--- config.mk ---
export PLATFORM = sky130hd
export DESIGN_NAME = hex_display_arbiter
export DESIGN_NICKNAME = d
export VERILOG_FILES = /design/src/rtl/hex_display_arbiter.sv
export SDC_FILE = /design/constraint.sdc
export NUM_CORES = 1
export LEC_CHECK = 0
export ABC_AREA = 1
export ABC_CLOCK_PERIOD_IN_PS = 4980
export BUFFER_PORTS_ARGS = -buffer_cell sky130_fd_sc_hd__buf_2
export CAP_MARGIN = 20
export CORE_MARGIN = 2
export CORE_UTILIZATION = 40
export CTS_CLUSTER_DIAMETER = 150
export DETAILED_ROUTE_END_ITERATION = 7
export PLACE_DENSITY = 0.66
export SLEW_MARGIN = 20
export SYNTH_ARGS = -nofsm -noshare
export SYNTH_HDL_FRONTEND = slang
export SYNTH_SLANG_ARGS = --single-unit
--- constraint.sdc ---
create_clock -name clk -period 4.98 [get_ports clk]
set_input_delay 1.245 -clock clk [delete_from_list [all_inputs] [get_ports clk]]
set_output_delay 1.245 -clock clk [all_outputs]
set_load 0.02 [all_outputs]
--- src/rtl/hex_display_arbiter.sv ---
// rtl/hex_display_arbiter.sv - two-requester arbiter for a six-digit seven-segment display
// Owner holds the display for HOLD_CYCLES after its last write; output path adds blanking and blink.
module hex_display_arbiter #(
  parameter int HOLD_CYCLES = 50000000,
  parameter int BLINK_HALF  = 25000000
) (
  input  logic        clk,
  input  logic        reset,
  input  logic        req0_valid,
  input  logic [23:0] req0_value,
  output logic        req0_ready,
  input  logic        req1_valid,
  input  logic [23:0] req1_value,
  output logic        req1_ready,
  input  logic        blank_lz,
  input  logic        blink_en,
  output logic [6:0]  hex0,
  output logic [6:0]  hex1,
  output logic [6:0]  hex2,
  output logic [6:0]  hex3,
  output logic [6:0]  hex4,
  output logic [6:0]  hex5,
  output logic [1:0]  owner
);

  localparam int HW = (HOLD_CYCLES > 1) ? $clog2(HOLD_CYCLES) : 1;
  localparam int BW = (BLINK_HALF > 1) ? $clog2(BLINK_HALF) : 1;
  localparam logic [HW-1:0] HOLD_MAX  = HW'(HOLD_CYCLES - 1);
  localparam logic [BW-1:0] BLINK_MAX = BW'(BLINK_HALF - 1);

  typedef enum logic [1:0] {
    IDLE = 2'b00,
    OWN0 = 2'b01,
    OWN1 = 2'b10
  } state_t;

  state_t          state, state_next;
  logic [HW-1:0]   hold_cnt, hold_next;
  logic [BW-1:0]   blink_cnt;
  logic            blink_phase;
  logic [23:0]     value_reg;
  logic            shown;
  logic            xfer0, xfer1;
  logic            expired;
  logic [41:0]     hex_d, hex_q;
  logic            zero_run;

  assign expired = (hold_cnt == HOLD_MAX);
  assign owner   = state;

  always_ff @(posedge clk) begin
    if (reset) begin
      state    <= IDLE;
      hold_cnt <= '0;
    end else begin
      state    <= state_next;
      hold_cnt <= hold_next;
    end
  end

  always_comb begin
    state_next = state;
    hold_next  = hold_cnt;
    req0_ready = 1'b0;
    req1_ready = 1'b0;
    xfer0      = 1'b0;
    xfer1      = 1'b0;
    case (state)
      IDLE: begin
        req0_ready = 1'b1;
        req1_ready = !req0_valid;
        xfer0      = req0_valid;
        xfer1      = req1_valid && !req0_valid;
        hold_next  = '0;
        if (xfer0)      state_next = OWN0;
        else if (xfer1) state_next = OWN1;
      end
      OWN0: begin
        // Handover takes priority over the owner's write once the hold has run out.
        if (expired && req1_valid) begin
          state_next = OWN1;
          hold_next  = '0;
        end else begin
          req0_ready = 1'b1;
          xfer0      = req0_valid;
          if (xfer0)        hold_next  = '0;
          else if (expired) state_next = IDLE;
          else              hold_next  = hold_cnt + 1'b1;
        end
      end
      OWN1: begin
        if (expired && req0_valid) begin
          state_next = OWN0;
          hold_next  = '0;
        end else begin
          req1_ready = 1'b1;
          xfer1      = req1_valid;
          if (xfer1)        hold_next  = '0;
          else if (expired) state_next = IDLE;
          else              hold_next  = hold_cnt + 1'b1;
        end
      end
      default: begin
        state_next = IDLE;
        hold_next  = '0;
      end
    endcase
  end

  always_ff @(posedge clk) begin
    if (reset) begin
      value_reg <= '0;
      shown     <= 1'b0;
    end else if (xfer0) begin
      value_reg <= req0_value;
      shown     <= 1'b1;
    end else if (xfer1) begin
      value_reg <= req1_value;
      shown     <= 1'b1;
    end
  end

  always_ff @(posedge clk) begin
    if (reset) begin
      blink_cnt   <= '0;
      blink_phase <= 1'b0;
    end else if (blink_cnt == BLINK_MAX) begin
      blink_cnt   <= '0;
      blink_phase <= !blink_phase;
    end else begin
      blink_cnt <= blink_cnt + 1'b1;
    end
  end

  function automatic logic [6:0] seg(input logic [3:0] nib);
    case (nib)
      4'h0: seg = 7'h40;
      4'h1: seg = 7'h79;
      4'h2: seg = 7'h24;
      4'h3: seg = 7'h30;
      4'h4: seg = 7'h19;
      4'h5: seg = 7'h12;
      4'h6: seg = 7'h02;
      4'h7: seg = 7'h78;
      4'h8: seg = 7'h00;
      4'h9: seg = 7'h10;
      4'hA: seg = 7'h08;
      4'hB: seg = 7'h03;
      4'hC: seg = 7'h46;
      4'hD: seg = 7'h21;
      4'hE: seg = 7'h06;
      default: seg = 7'h0E;
    endcase
  endfunction

  // zero_run stays high while every nibble from digit 5 down to the current one is zero.
  always_comb begin
    hex_d    = '1;
    zero_run = 1'b1;
    for (int d = 5; d >= 0; d--) begin
      zero_run = zero_run && (value_reg[4*d +: 4] == 4'h0);
      if (!shown || (blink_en && blink_phase))
        hex_d[7*d +: 7] = 7'h7F;
      else if (blank_lz && zero_run && (d != 0))
        hex_d[7*d +: 7] = 7'h7F;
      else
        hex_d[7*d +: 7] = seg(value_reg[4*d +: 4]);
    end
  end

  always_ff @(posedge clk) begin
    if (reset) hex_q <= '1;
    else       hex_q <= hex_d;
  end

  assign hex0 = hex_q[6:0];
  assign hex1 = hex_q[13:7];
  assign hex2 = hex_q[20:14];
  assign hex3 = hex_q[27:21];
  assign hex4 = hex_q[34:28];
  assign hex5 = hex_q[41:35];

endmodule

==> metrics.txt <==
syn avg cell area=~6.9 µm²; Routed Antenna Nets=0; Die W=132 µm; count of pins over their slew limit=0; clock root buffer=clkbuf_16; initial antenna violation count=0; DP HPWL=11300 µm; Sink Count=121; dpl ws=1760 ps; fraction of layout cells with a size suffix above 1=15.3%; min Tclk post-route=3210 ps; CTS buffer count=17; Top Registers=hex_q (42), hold_cnt (26), blink_cnt (25); via/cell ratio=between 4 and 5; count of maximum capacitance violations=0; reg-to-reg endpoint=value_reg[23]; Top reg by flops=hex_q; total gr overflow=0; Overall Global Routing Usage=approximately 18%; antenna diode count=0; row cnt=46; pin slew with the least headroom to its limit=1040 ps; DRC=0; pin count of the biggest net entering global routing=44; die height=132 µm; Top Ports=100; hold path cells=2; Max Clock Skew=just over 7 ps; WHS Endpoint=shown; CP Capture Type=output pin; fmax=0.311 GHz; Skew-Pair Late Insertion Delay=420 ps; final net count=~1100; Max transition margin=about 31%; Setup CP Type=flop to output pin; Syn Nets=1040; HP Start=shown; H-tree depth=4; drt first pass iters=4; sequential area share after synthesis=37.0%; CTS Hold Bufs=0; Iter 0 DRT Violations=~380; placed cell count=1236; reg-to-reg slack, setup=roughly 2300 ps; CTS tree=built; Worst-path clk slew=50 ps; Placed Area=7190 µm²; worst path required time=3730 ps; CP Max Fanout=6; post-synthesis cell type count=41; CP peak stage delay=between 300 and 400 ps; hold violation total from the final report=0; CP Cell Sequence=ha_1, inv_2, nor2_4, inv_2, nor2_4, nand3_1, nand2_2, nand2_2, buf_2; Startpoint Class=flop; # resized after CTS=0; Post-Syn Area=~6600 µm²; first-pass GRT wire length=roughly 25000 µm; Power Density=402 nW/µm²; Hold Path Class=flop to flop; status=complete, no violations; Post CTS Setup Buffer Count=0; final worst-path cycle share=64.5%; Syn. warnings=0; final hold slack=459 ps; cells on worst reg2reg path=12; final core utilization=48.7%; cell area after layout=7760 µm²; Sum Neg Setup Slack=0 ps; Initial Utilization=about 41%; slowest CP cell=dfxtp_1; # setup viols final=0; via count of the first global-routing pass=5430; FILL cells=between 1500 and 2000; placer's final routability congestion estimate=slightly below 0.9; area grow syn2layout=18.3%; Core Region=15900 µm²; PortBufs=99; Yosys reg bits=121; worst setup margin=1770 ps; Static Leakage=3.28 nW; Worst Path Arrival=1970 ps; Cell Count, Final, Fillers Out=1267; wire length per cell=12.0 µm; Vias=6028; max FFs per register=42; Syn Inst Count=947; CTS Buffer Depth=2; Final Power=3.11 mW; final WL=15200 µm; Worst VDD drop=270 µV; Reg-to-Reg Start=hold_cnt[1]; die area=17400 µm²; RSZ-0062 raised after global routing=false
-- per-layer routing --
layer,GRT usage [%],vias to the layer above,part of all wire (%)
li1,-,3220,-
met1,23.1,2677,47
met2,28.1,108,47
met3,3.77,23,3.8
met4,7.97,0,2.1
met5,0,-,0
-- cells by family (layout without fill, tap and decap cells) --
logic type      count (synthesis)  after routing  synth area share (%)
simple gates                  519            519                  33.8
buf+inv                       123            227                  7.67
flops                         121            121                  37.0
compound gates                116            116                  10.2
fa+ha+maj                      39             39                  7.45
xor+xnor                       29             29                  3.88
-- worst max-delay path by stage --
stage                     cells past startpoint         from          end
final                                         9  hold_cnt[1]   req1_ready
after global routing                          9  hold_cnt[1]   req1_ready
after CTS                                     9  hold_cnt[1]   req1_ready
after detailed placement                      5        reset  hold_cnt[1]
after global placement                        5        reset  hold_cnt[1]
after floorplan                               2   req1_valid   req0_ready
-- synthesized netlist by cell type --
cell type | count | area share, %
nor2_2 | 8 | 0.76
nor4b_1 | 2 | 0.27
nand2_2 | 7 | 0.67
o311ai_0 | 3 | 0.40
nor2_4 | 4 | 0.69
nand3_1 | 46 | 3.5
buf_1 | 3 | 0.17
inv_1 | 92 | 5.3
clkbuf_1 | 14 | 0.80
a311oi_1 | 1 | 0.13
o21ai_0 | 41 | 3.1
nor4_1 | 9 | 0.86
buf_4 | 1 | 0.11
or2_2 | 4 | 0.38
buf_6 | 4 | 0.69
xnor2_1 | 6 | 0.80
nor2_1 | 151 | 8.6
nand2_1 | 251 | 14
a31oi_1 | 7 | 0.67
a21oi_1 | 41 | 3.1
a211oi_1 | 1 | 0.11
o22ai_1 | 4 | 0.38
a21o_1 | 1 | 0.11
a41oi_1 | 1 | 0.13
nor3_1 | 11 | 0.84
o31ai_1 | 1 | 0.11
dfxtp_1 | 121 | 37
nand3b_1 | 1 | 0.11
inv_2 | 3 | 0.17
ha_1 | 39 | 7.4
o21bai_1 | 1 | 0.11
nor3b_1 | 8 | 0.92
buf_2 | 5 | 0.38
o221ai_1 | 1 | 0.13
nand3_2 | 2 | 0.31
xor2_1 | 23 | 3.1
o211ai_1 | 12 | 1.4
a21oi_4 | 1 | 0.25
nand4_1 | 14 | 1.3
clkinv_2 | 1 | 0.076
nand2_4 | 1 | 0.17
-- layout by cell type, fill, tap and decap left out, types with 6 or more instances in the layout --
| master | count |
|---|---|
| a21oi_1 | 41 |
| a31oi_1 | 7 |
| buf_2 | 99 |
| clkbuf_16 | 17 |
| clkinv_2 | 9 |
| dfxtp_1 | 121 |
| ha_1 | 39 |
| inv_1 | 92 |
| nand2_1 | 251 |
| nand2_2 | 7 |
| nand3_1 | 46 |
| nand4_1 | 14 |
| nor2_1 | 151 |
| nor2_2 | 8 |
| nor3_1 | 11 |
| nor3b_1 | 8 |
| nor4_1 | 9 |
| o211ai_1 | 12 |
| o21ai_0 | 41 |
| xnor2_1 | 6 |
| xor2_1 | 23 |
-- critical path: cells and delay by family (launching register included) --
kind          cells  cell delay, ps
flops             1             380
buf+inv           3             300
fa+ha+maj         1             270
simple gates      5             600
-- final cells by class --
type	count	area, µm²	area share, %
timing repair buffer	100	503	6.48
clock inverter	10	100	1.29
multi-input combinational	703	3630	46.8
sequential	121	2420	31.2
inverter	96	362	4.66
clock buffer	21	470	6.07
tap	216	270	3.48
-- report_power, final --
group	leakage, nW	switching [mW]	internal, mW
registers	0.990	0.0883	1.07
logic	2.00	0.516	0.261
clock network	0.292	0.416	0.764
Note: power is estimated with default switching activity, not from simulation.
